[src/rtl/mem_arb_pkg.sv]
// Shared definitions for the memory port arbiter: FSM states, default bus
// widths and the requester-select encoding.
package mem_arb_pkg;

    typedef enum logic [1:0] {
        IDLE    = 2'd0,
        BUSY_IF = 2'd1,
        BUSY_D  = 2'd2
    } arb_state_e;

    localparam int DEF_ADDR_W = 32;
    localparam int DEF_DATA_W = 32;

    // Which requester owns the memory port for the current grant.
    localparam logic SEL_IF = 1'b0;
    localparam logic SEL_D  = 1'b1;

endpackage

[src/rtl/mem_port_arbiter_if.sv]
// Fetch, load/store and memory-side signals of the shared memory port.
// slave is the arbiter's view; master is the requesters + memory view.
interface mem_port_arbiter_if
    import mem_arb_pkg::*;
#(
    parameter int ADDR_W = DEF_ADDR_W,
    parameter int DATA_W = DEF_DATA_W
);
    logic                  if_req;
    logic [ADDR_W-1:0]     if_addr;
    logic                  if_done;
    logic                  if_err;
    logic [DATA_W-1:0]     if_rdata;

    logic                  d_req;
    logic                  d_we;
    logic [ADDR_W-1:0]     d_addr;
    logic [DATA_W-1:0]     d_wdata;
    logic [DATA_W/8-1:0]   d_wstrb;
    logic                  d_done;
    logic                  d_err;
    logic [DATA_W-1:0]     d_rdata;

    logic                  mem_req;
    logic                  mem_we;
    logic [ADDR_W-1:0]     mem_addr;
    logic [DATA_W-1:0]     mem_wdata;
    logic [DATA_W/8-1:0]   mem_wstrb;
    logic                  mem_ready;
    logic [DATA_W-1:0]     mem_rdata;

    modport slave (
        input  if_req, if_addr, d_req, d_we, d_addr, d_wdata, d_wstrb,
               mem_ready, mem_rdata,
        output if_done, if_err, if_rdata, d_done, d_err, d_rdata,
               mem_req, mem_we, mem_addr, mem_wdata, mem_wstrb
    );

    modport master (
        output if_req, if_addr, d_req, d_we, d_addr, d_wdata, d_wstrb,
               mem_ready, mem_rdata,
        input  if_done, if_err, if_rdata, d_done, d_err, d_rdata,
               mem_req, mem_we, mem_addr, mem_wdata, mem_wstrb
    );
endinterface

[src/rtl/mem_arb_watchdog.sv]
// Busy-cycle counter. cnt holds the number of BUSY cycles already completed,
// so expired is high during the TIMEOUT-th BUSY cycle.
module mem_arb_watchdog #(
    parameter int TIMEOUT = 64
) (
    input  logic clk,
    input  logic rst,
    input  logic clr,
    input  logic en,
    output logic expired
);
    localparam int CW = (TIMEOUT > 2) ? $clog2(TIMEOUT) : 1;

    logic [CW-1:0] cnt;

    assign expired = (cnt == CW'(TIMEOUT - 1));

    // Count enabled cycles, holding at the expiry value until cleared.
    always_ff @(posedge clk) begin
        if (rst || clr)
            cnt <= '0;
        else if (en && !expired)
            cnt <= cnt + 1'b1;
    end
endmodule

[src/rtl/mem_port_arbiter.sv]
// Shares one memory port between instruction fetch and load/store. Data wins
// by default; fetch wins after MAX_D_STREAK consecutive data grants taken
// while it waited. A watchdog aborts accesses that never see mem_ready.
module mem_port_arbiter
    import mem_arb_pkg::*;
#(
    parameter int ADDR_W       = DEF_ADDR_W,
    parameter int DATA_W       = DEF_DATA_W,
    parameter int MAX_D_STREAK = 4,
    parameter int TIMEOUT      = 64
) (
    input logic               clk,
    input logic               rst,
    mem_port_arbiter_if.slave bus
);
    localparam int SW = $clog2(MAX_D_STREAK + 1);

    arb_state_e          state_q, state_d;
    logic [SW-1:0]       streak_q;
    logic                grant, sel, finish, timeout, expired;

    logic                mem_req_q, mem_we_q;
    logic [ADDR_W-1:0]   mem_addr_q;
    logic [DATA_W-1:0]   mem_wdata_q;
    logic [DATA_W/8-1:0] mem_wstrb_q;
    logic                if_done_q, if_err_q, d_done_q, d_err_q;
    logic [DATA_W-1:0]   if_rdata_q, d_rdata_q;

    mem_arb_watchdog #(.TIMEOUT(TIMEOUT)) u_wdog (
        .clk     (clk),
        .rst     (rst),
        .clr     (state_q == IDLE),
        .en      (state_q != IDLE),
        .expired (expired)
    );

    // State register.
    always_ff @(posedge clk) begin
        if (rst) state_q <= IDLE;
        else     state_q <= state_d;
    end

    // Arbitration and completion decode.
    always_comb begin
        state_d = state_q;
        grant   = 1'b0;
        sel     = SEL_D;
        finish  = 1'b0;
        timeout = 1'b0;
        case (state_q)
            IDLE: begin
                if (bus.d_req || bus.if_req) begin
                    grant = 1'b1;
                    if (bus.d_req && !(bus.if_req && streak_q == SW'(MAX_D_STREAK)))
                        sel = SEL_D;
                    else
                        sel = SEL_IF;
                    state_d = (sel == SEL_D) ? BUSY_D : BUSY_IF;
                end
            end
            BUSY_IF, BUSY_D: begin
                // A ready in the expiry cycle still counts as success.
                if (bus.mem_ready) begin
                    finish  = 1'b1;
                    state_d = IDLE;
                end else if (expired) begin
                    finish  = 1'b1;
                    timeout = 1'b1;
                    state_d = IDLE;
                end
            end
            default: state_d = IDLE;
        endcase
    end

    // Memory-side registers, fairness streak and completion reporting.
    always_ff @(posedge clk) begin
        if (rst) begin
            mem_req_q   <= 1'b0;
            mem_we_q    <= 1'b0;
            mem_addr_q  <= '0;
            mem_wdata_q <= '0;
            mem_wstrb_q <= '0;
            streak_q    <= '0;
            if_done_q   <= 1'b0;
            if_err_q    <= 1'b0;
            if_rdata_q  <= '0;
            d_done_q    <= 1'b0;
            d_err_q     <= 1'b0;
            d_rdata_q   <= '0;
        end else begin
            if_done_q <= 1'b0;
            if_err_q  <= 1'b0;
            d_done_q  <= 1'b0;
            d_err_q   <= 1'b0;
            if (grant) begin
                mem_req_q <= 1'b1;
                if (sel == SEL_D) begin
                    mem_we_q    <= bus.d_we;
                    mem_addr_q  <= bus.d_addr;
                    mem_wdata_q <= bus.d_wdata;
                    mem_wstrb_q <= bus.d_wstrb;
                    if (!bus.if_req)
                        streak_q <= '0;
                    else if (streak_q != SW'(MAX_D_STREAK))
                        streak_q <= streak_q + 1'b1;
                end else begin
                    mem_we_q    <= 1'b0;
                    mem_addr_q  <= bus.if_addr;
                    mem_wdata_q <= '0;
                    mem_wstrb_q <= '0;
                    streak_q    <= '0;
                end
            end
            if (finish) begin
                mem_req_q <= 1'b0;
                if (state_q == BUSY_IF) begin
                    if_done_q  <= 1'b1;
                    if_err_q   <= timeout;
                    if_rdata_q <= timeout ? '0 : bus.mem_rdata;
                end else begin
                    d_done_q <= 1'b1;
                    d_err_q  <= timeout;
                    if (timeout)
                        d_rdata_q <= '0;
                    else if (!mem_we_q)
                        d_rdata_q <= bus.mem_rdata;
                end
            end
        end
    end

    assign bus.mem_req   = mem_req_q;
    assign bus.mem_we    = mem_we_q;
    assign bus.mem_addr  = mem_addr_q;
    assign bus.mem_wdata = mem_wdata_q;
    assign bus.mem_wstrb = mem_wstrb_q;
    assign bus.if_done   = if_done_q;
    assign bus.if_err    = if_err_q;
    assign bus.if_rdata  = if_rdata_q;
    assign bus.d_done    = d_done_q;
    assign bus.d_err     = d_err_q;
    assign bus.d_rdata   = d_rdata_q;
endmodule
[src/flat_wrapper.sv]
// flat-port wrapper written by rule: the top's interface ports become plain ports
module mem_port_arbiter_flat import mem_arb_pkg::*;
#(
    parameter int ADDR_W       = DEF_ADDR_W,
    parameter int DATA_W       = DEF_DATA_W,
    parameter int MAX_D_STREAK = 4,
    parameter int TIMEOUT      = 64
)
  (clk, rst, bus_if_req, bus_if_addr, bus_d_req, bus_d_we, bus_d_addr, bus_d_wdata, bus_d_wstrb, bus_mem_ready, bus_mem_rdata, bus_if_done, bus_if_err, bus_if_rdata, bus_d_done, bus_d_err, bus_d_rdata, bus_mem_req, bus_mem_we, bus_mem_addr, bus_mem_wdata, bus_mem_wstrb);
  mem_port_arbiter_if #(.ADDR_W(ADDR_W), .DATA_W(DATA_W)) bus_i ();
  input logic clk;
  input logic rst;
  input wire logic [$bits(bus_i.if_req)-1:0] bus_if_req;
  input wire logic [$bits(bus_i.if_addr)-1:0] bus_if_addr;
  input wire logic [$bits(bus_i.d_req)-1:0] bus_d_req;
  input wire logic [$bits(bus_i.d_we)-1:0] bus_d_we;
  input wire logic [$bits(bus_i.d_addr)-1:0] bus_d_addr;
  input wire logic [$bits(bus_i.d_wdata)-1:0] bus_d_wdata;
  input wire logic [$bits(bus_i.d_wstrb)-1:0] bus_d_wstrb;
  input wire logic [$bits(bus_i.mem_ready)-1:0] bus_mem_ready;
  input wire logic [$bits(bus_i.mem_rdata)-1:0] bus_mem_rdata;
  output wire logic [$bits(bus_i.if_done)-1:0] bus_if_done;
  output wire logic [$bits(bus_i.if_err)-1:0] bus_if_err;
  output wire logic [$bits(bus_i.if_rdata)-1:0] bus_if_rdata;
  output wire logic [$bits(bus_i.d_done)-1:0] bus_d_done;
  output wire logic [$bits(bus_i.d_err)-1:0] bus_d_err;
  output wire logic [$bits(bus_i.d_rdata)-1:0] bus_d_rdata;
  output wire logic [$bits(bus_i.mem_req)-1:0] bus_mem_req;
  output wire logic [$bits(bus_i.mem_we)-1:0] bus_mem_we;
  output wire logic [$bits(bus_i.mem_addr)-1:0] bus_mem_addr;
  output wire logic [$bits(bus_i.mem_wdata)-1:0] bus_mem_wdata;
  output wire logic [$bits(bus_i.mem_wstrb)-1:0] bus_mem_wstrb;
  assign bus_i.if_req = bus_if_req;
  assign bus_i.if_addr = bus_if_addr;
  assign bus_i.d_req = bus_d_req;
  assign bus_i.d_we = bus_d_we;
  assign bus_i.d_addr = bus_d_addr;
  assign bus_i.d_wdata = bus_d_wdata;
  assign bus_i.d_wstrb = bus_d_wstrb;
  assign bus_i.mem_ready = bus_mem_ready;
  assign bus_i.mem_rdata = bus_mem_rdata;
  assign bus_if_done = bus_i.if_done;
  assign bus_if_err = bus_i.if_err;
  assign bus_if_rdata = bus_i.if_rdata;
  assign bus_d_done = bus_i.d_done;
  assign bus_d_err = bus_i.d_err;
  assign bus_d_rdata = bus_i.d_rdata;
  assign bus_mem_req = bus_i.mem_req;
  assign bus_mem_we = bus_i.mem_we;
  assign bus_mem_addr = bus_i.mem_addr;
  assign bus_mem_wdata = bus_i.mem_wdata;
  assign bus_mem_wstrb = bus_i.mem_wstrb;
  mem_port_arbiter #(.ADDR_W(ADDR_W), .DATA_W(DATA_W), .MAX_D_STREAK(MAX_D_STREAK), .TIMEOUT(TIMEOUT)) u_core (.clk(clk), .rst(rst), .bus(bus_i));
endmodule
[config.mk]
export PLATFORM = sky130hd
export DESIGN_NAME = mem_port_arbiter_flat
export DESIGN_NICKNAME = d
export VERILOG_FILES = /design/src/rtl/mem_arb_pkg.sv /design/src/rtl/mem_port_arbiter_if.sv /design/src/rtl/mem_arb_watchdog.sv /design/src/rtl/mem_port_arbiter.sv /design/src/flat_wrapper.sv
export SDC_FILE = /design/constraint.sdc
export NUM_CORES = 1
export LEC_CHECK = 0
export ABC_CLOCK_PERIOD_IN_PS = 2300
export CAP_MARGIN = 20
export CORE_UTILIZATION = 39
export CTS_BUF_LIST = sky130_fd_sc_hd__clkbuf_8
export DETAILED_ROUTE_END_ITERATION = 16
export PLACE_DENSITY = 0.87
export SLEW_MARGIN = 20
export SYNTH_ARGS = -nofsm -noshare
export SYNTH_HDL_FRONTEND = slang
export SYNTH_HIERARCHICAL = 1
export SYNTH_SLANG_ARGS = --single-unit
[constraint.sdc]
create_clock -name clk -period 2.3 [get_ports clk]
set_input_delay 0.345 -clock clk [delete_from_list [all_inputs] [get_ports clk]]
set_output_delay 0.345 -clock clk [all_outputs]
set_load 0.01 [all_outputs]
== After elaboration in Yosys (flattened, before gate mapping) ==
Cells that the tools add are included.
Storage, ports and cells
  register bits after elaboration: 149
  input bits: 138
  output and inout bits: 138
  word-level logic and storage cells: 74
Operators by class
  $add $sub $neg: 2
  eq/ne operators: 9
  muxes and demuxes: 29
  bitwise operators: 2
  reductions and logical operators: 18
Operator list (count)
  $mux W32: 5
  $mux W1: 15
  $mux W3: 3
  $ne A3 B3 Y1 const B: 3
  $mux W2: 4
  $add A6 B1 Y6 const B: 1
  $eq A6 B6 Y1 const B: 1
  $reduce_and A2 Y1: 3
  $reduce_or A2 Y1: 3
  $reduce_or A3 Y1: 2
  $mux W4: 1
  $ne A2 B1 Y1 const B: 2
  $pmux W2 S2: 1
  $add A3 B1 Y3 const B: 1
  $eq A3 B3 Y1 const B: 1
  $logic_and A1 B1 Y1: 3
  $reduce_and A3 Y1: 1
  $eq A2 B1 Y1 const B: 1
  $eq A2 B2 Y1 const B: 1
  $logic_not A1 Y1: 2
  $logic_not A2 Y1: 1
  $logic_or A1 B1 Y1: 2
  $not A1 Y1: 2
  $reduce_bool A2 Y1: 1

== Logic depth before layout (Yosys ltp) ==
  depth in word-level cells: 11
  gate-level depth with buffers: 9
  depth with buffers taken out: 7

== Hierarchy ==
The synthesis kept the hierarchy.
By module, submodules not included
  mem_port_arbiter: instances 1, cells an instance 599, area an instance 5437.7 sq um, seq. area each 2862.7 sq um
  mem_arb_watchdog: instances 1, cells an instance 32, area an instance 299.0 sq um, seq. area each 120.1 sq um

== Worst setup path after synthesis ==
Ideal clock, no wire load.
  kind: register to register
  start point: register u_core.u_wdog.cnt[0]
  end point: register u_core.if_rdata_q[10] (netlist: u_core/bus.if_rdata[10])
  data arrival time: 1.765 ns
  required time: 2.168 ns
  setup slack: 0.403 ns
  stages on the path, launching flop included: 10
  buffers on the path: 2
  clock period less this slack: 1.897 ns
  cell sequence: dfxtp_1 ha_1 and3_4 and3_2 or2_1 and3_2 buf_2 buf_2 nand2_1 a21oi_1
Between the ends
  longest elaborated chain between the ends: 5
  elaborated cells on any way between the ends: 8
  those cells by class: 1 x eq/ne; 6 x mux; 1 x reduce/logical
RTL lines
  start, declared: line mem_arb_watchdog.sv:14  | logic [CW-1:0] cnt;
  start signal, assigned: line mem_arb_watchdog.sv:23  | cnt <= cnt + 1'b1;
  $eq A6 B6 Y1 *: line mem_arb_watchdog.sv:16  | assign expired = (cnt == CW'(TIMEOUT - 1));
  via u_core.expired: line mem_port_arbiter.sv:20  | logic grant, sel, finish, timeout, expired;
  $mux W1 *: line mem_port_arbiter.sv:66  | end else if (expired) begin
  $mux W1: line mem_port_arbiter.sv:63  | if (bus.mem_ready) begin
  $mux W1: line mem_port_arbiter.sv:50  | case (state_q)
  $mux W32 or $reduce_and A2 Y1 (tied branches)
  end signal, assigned: line mem_port_arbiter.sv:120  | if_rdata_q <= timeout ? '0 : bus.mem_rdata;
  end, declared: line mem_port_arbiter.sv:27  | logic [DATA_W-1:0] if_rdata_q, d_rdata_q;
Mark *: on every way through the listed nets, which the timed path passes. The rest lies on a longest branch.
A chain may end at the register's enable or synchronous reset.

== Worst setup path after layout ==
  start point: register u_core.u_wdog.cnt[0]
  end point: register u_core.d_rdata_q[13] (netlist: u_core/bus.d_rdata[13])
Between the ends
  longest elaborated chain between the ends: 6
  elaborated cells on any way between the ends: 9
  those cells by class: 2 x eq/ne; 6 x mux; 1 x reduce/logical
RTL lines
  $eq A6 B6 Y1 *: line mem_arb_watchdog.sv:16
  via u_core.expired: line mem_port_arbiter.sv:20
  $mux W1 *: line mem_port_arbiter.sv:66
  $mux W1: line mem_port_arbiter.sv:63
  $mux W1: line mem_port_arbiter.sv:50
  $ne A2 B1 Y1 (no line)
  $reduce_and A3 Y1 (no line)
  end signal, assigned: line mem_port_arbiter.sv:127  | d_rdata_q <= bus.mem_rdata;
  end, declared: line mem_port_arbiter.sv:27
Marked as above.

==> metrics.md <==
| Metric | Value |
|---|---|
| Crit Path Category | reg -> reg |
| Area Growth Syn to Fin | 57.9% |
| First-pass iteration count of the detailed router | 7 |
| Synthesized netlist net count | 774 |
| Vias in the first global route | 5260 |
| Crit path required time | 2.64 ns |
| Post-synthesis instance area | 5740 um2 |
| Top-level port count | 276 |
| Min-Delay Startpoint | rst |
| Global routing usage summed across all routing layers | 0.232 |
| Post-synthesis register bit count | 149 |
| Source-to-sink clock delay at the later pin of the worst-skew pair | 0.46 ns |
| Share of layout cells above drive strength 1 | 0.0993 |
| Pin count of the biggest net entering global routing | 44 |
| Launching element type of the critical path | flip-flop |
| Clk sink count | 149 |
| Number of hold-slack violations in the final timing report | 0 |
| Area of the placeable core | 14100 um2 |
| Class of the worst hold path | in -> reg |
| Max stage delay cell, worst path | sky130_fd_sc_hd__dfxtp_1 |
| Placement-stage worst setup slack | 0.184 ns |
| Gate Count Post-Synth | 631 |
| Post-route fraction of the period consumed by the critical path | 0.889 |
| Worst Skew | 0.0108 ns |
| Number of flops mapped to enable cells by yosys | 0 |
| Initial antenna violation count | 1 |
| Total length of routed wires | 17800 um |
| Post-DP HPWL | 12600 um |
| Die area | 15200 um2 |
| Final net count | 1036 |
| Worst Max-Slew Pin Slew | 0.475 ns |
| Data arrival at the endpoint of the critical path | 2.38 ns |
| Worst slew slack as a fraction of its limit | 0.683 |
| Overflow left after global routing | 0 |
| Capture instance of the worst register-to-register path | u_core/bus.d_rdata[13] |
| Number of I/O port buffers | 275 |
| Violation count after the first detailed-routing iteration | 348 |
| Per-instance average area after synthesis | 9.09 um2 |
| Count of buffer and inverter cells on the critical path | 1 |
| Clk buf depth | 2 |
| Share of Yosys cell area claimed by the top area cell type | 0.520 |
| Maximum Capacitance Violations | 0 |
| Cell type contributing the most total cell area after synthesis | sky130_fd_sc_hd__dfxtp_1 |
| Worst R2R Start | u_core/u_wdog/cnt[0] |
| Worst Setup End Kind | flip-flop |
| Most instantiated flip-flop cell in the synthesis netlist | sky130_fd_sc_hd__dfxtp_1 |
| Share of synthesized registers carrying an async set or reset | 0 |
| Post-Place Cells | 1054 |
| TritonCTS clock tree | done |
| Status | finished, final reports clean |
| Achievable clock frequency | 489 MHz |
| Final antenna-violating net count | 0 |
| Sum of negative setup slack | 0 ns |
| Effective utilization at floorplan | 0.407 |
| Area of all placed cells without fillers | 9060 um2 |
| Leak | 3.29 nW |
| Final-report setup violation count | 0 |
| Global-route wire length before repair | 26600 um |
| Cell breakdown of the critical path | ha_1 > and3_4 > and3_2 > nand2b_1 > a21oi_4 > buf_12 > mux2i_1 > nor2_1 |
| Register-to-Register Path Depth | 8 |
| Die X | 123 um |
| Floorplan row count | 43 |
| Worst IR drop on VDD | 0.466 mV |
| Worst Hold Path EP | u_core/bus.d_rdata[26] |
| Residual DRC count | 0 |
| Slowest Stage Delay on Critical Path | 0.38 ns |
| Number of library cell types mapped by synthesis | 44 |
| Slew Limit Fails | 0 |
| Main area contributors after synthesis | sky130_fd_sc_hd__dfxtp_1 52%, sky130_fd_sc_hd__nand2_1 8.6%, sky130_fd_sc_hd__mux2i_1 5.9% |
| Maximum fanout encountered on the critical timing path | 32 |
| Setup slack after layout | 0.255 ns |
| Clock buffer count from CTS | 17 |
| Post-route minimum period | 2.05 ns |
| Die Y | 123 um |
| Via density per instance | 5.10 |
| R2r setup slk | 0.25 ns |
| Worst path top cell family by delay | simple AND/OR/NAND/NOR gates |
| Final weighted congestion in routability-driven placement | 0.784 |
| Via count | 5543 |
| Detail-routed net length per standard cell | 16.4 um |
| Clock transition at the register clock pins on the worst setup and hold paths after CTS | 0.09 ns |
| Placed standard-cell area | 8620 um2 |
| Root buffer cell | sky130_fd_sc_hd__clkbuf_8 |
| Post-route core utilization | 0.642 |
| Number of synthesis warnings | 6 |
| Unrepaired setup endpoints after global routing | no |
| H-tree levels | 4 |
| Fin cells | 1087 |
| Pwr Density | 686 nW/um2 |
| Fraction of the yosys area taken by sequential cells | 0.520 |
| Hold Path Stages | 2 |
## metrics by stage
step                hold WS (ns)  power [W]
finish                     0.297    0.00621
global route               0.286    0.00649
CTS                        0.268    0.00626
detailed placement         0.446    0.00405
global placement           0.441    0.00403
floorplan                  0.422    0.00341
## metal layers
metal | global-route usage | wire length [um]
met1 | 0.251 | 6930
met4 | 0.110 | 597
met2 | 0.398 | 8720
met5 | 0 | 0
met3 | 0.0858 | 1540
## layout make-up
cell class,instances,area (um2)
fillers,1138,5040
flip-flops and latches,149,2980
repair buffers,291,2920
multi-input cells,426,2460
clock buffers,18,248
well taps,180,225
clock inverters,14,186
inverters,8,30.0
diodes,1,2.50
## Yosys cell counts (2+ instances only)
| master | instances |
|---|---|
| sky130_fd_sc_hd__a31oi_1 | 3 |
| sky130_fd_sc_hd__a21oi_1 | 64 |
| sky130_fd_sc_hd__a22oi_1 | 9 |
| sky130_fd_sc_hd__clkbuf_1 | 16 |
| sky130_fd_sc_hd__and2_2 | 30 |
| sky130_fd_sc_hd__buf_6 | 3 |
| sky130_fd_sc_hd__nor4_1 | 2 |
| sky130_fd_sc_hd__buf_12 | 3 |
| sky130_fd_sc_hd__and3_2 | 2 |
| sky130_fd_sc_hd__mux2i_1 | 34 |
| sky130_fd_sc_hd__inv_1 | 8 |
| sky130_fd_sc_hd__and2_1 | 2 |
| sky130_fd_sc_hd__a211oi_1 | 2 |
| sky130_fd_sc_hd__nand2_1 | 131 |
| sky130_fd_sc_hd__nor2_1 | 83 |
| sky130_fd_sc_hd__buf_2 | 26 |
| sky130_fd_sc_hd__nand2b_1 | 2 |
| sky130_fd_sc_hd__ha_1 | 5 |
| sky130_fd_sc_hd__or2_1 | 2 |
| sky130_fd_sc_hd__dfxtp_1 | 149 |
| sky130_fd_sc_hd__a222oi_1 | 32 |
## cells in the final DEF, fill, tap and decap left out, types with 3 or more instances in the layout
cell,n
sky130_fd_sc_hd__clkdlybuf4s50_1,274
sky130_fd_sc_hd__dfxtp_1,149
sky130_fd_sc_hd__nand2_1,131
sky130_fd_sc_hd__nor2_1,82
sky130_fd_sc_hd__a21oi_1,64
sky130_fd_sc_hd__mux2i_1,34
sky130_fd_sc_hd__a222oi_1,32
sky130_fd_sc_hd__and2_2,30
sky130_fd_sc_hd__clkbuf_8,18
sky130_fd_sc_hd__buf_4,13
sky130_fd_sc_hd__inv_1,10
sky130_fd_sc_hd__a22oi_1,9
sky130_fd_sc_hd__ha_1,5
sky130_fd_sc_hd__bufinv_16,4
sky130_fd_sc_hd__buf_12,4
sky130_fd_sc_hd__clkinv_4,3
sky130_fd_sc_hd__clkinvlp_4,3
## repair_timing
| item | in CTS | in global routing |
|---|---|---|
| resized for setup | 0 | 1 |
| setup buffers | 0 | 0 |
| endpoints found under the setup margin | 0 | 21 |
| hold buffers | 0 | 0 |
## power breakdown
group          internal, W  total [W]  switching, W
Sequential         0.00273    0.00280     0.0000782
Combinational     0.000659    0.00119      0.000536
Clock              0.00120    0.00221       0.00101
## state kept, by name, indices dropped and copies added (netlist names)
signal,flops
u_core/bus.mem_wdata,32
u_core/state_q,2
u_core/bus.if_rdata,32
u_core/bus.if_done,1
u_core/bus.mem_req,1
u_core/streak_q,3
u_core/bus.mem_addr,32
u_core/bus.if_err,1
u_core/bus.mem_we,1
u_core/bus.d_done,1
u_core/bus.d_err,1
u_core/u_wdog/cnt,6
u_core/bus.mem_wstrb,4
u_core/bus.d_rdata,32
## worst max path at each step
stage,startpoint,endpoint,slack [ns],cells after the start
6_report,u_core/u_wdog/cnt[0],u_core/bus.d_rdata[13],0.25,8
5_1_grt,u_core/u_wdog/cnt[0],u_core/bus.d_rdata[1],0.13,8
4_1_cts,u_core/u_wdog/cnt[0],u_core/bus.if_rdata[15],0.14,7
3_5_place_dp,u_core/u_wdog/cnt[0],u_core/bus.if_rdata[31],0.18,7
3_3_place_gp,u_core/u_wdog/cnt[0],u_core/bus.if_rdata[2],0.28,7
2_1_floorplan,u_core/u_wdog/cnt[0],u_core/bus.if_rdata[10],0.40,9
## cells by family (layout without fill, tap and decap cells)
family | after synthesis | in the layout | share of synthesized area
DFF | 149 | 149 | 0.520
muxes | 34 | 34 | 0.0593
buffers and inverters | 56 | 331 | 0.0547
adders and majority gates | 5 | 5 | 0.0109
other | 0 | 1 | 0
and+or+nand+nor | 266 | 266 | 0.207
AOI/OAI and AO/OA | 121 | 121 | 0.149
No activity file was read; power rests on OpenSTA's default activity.
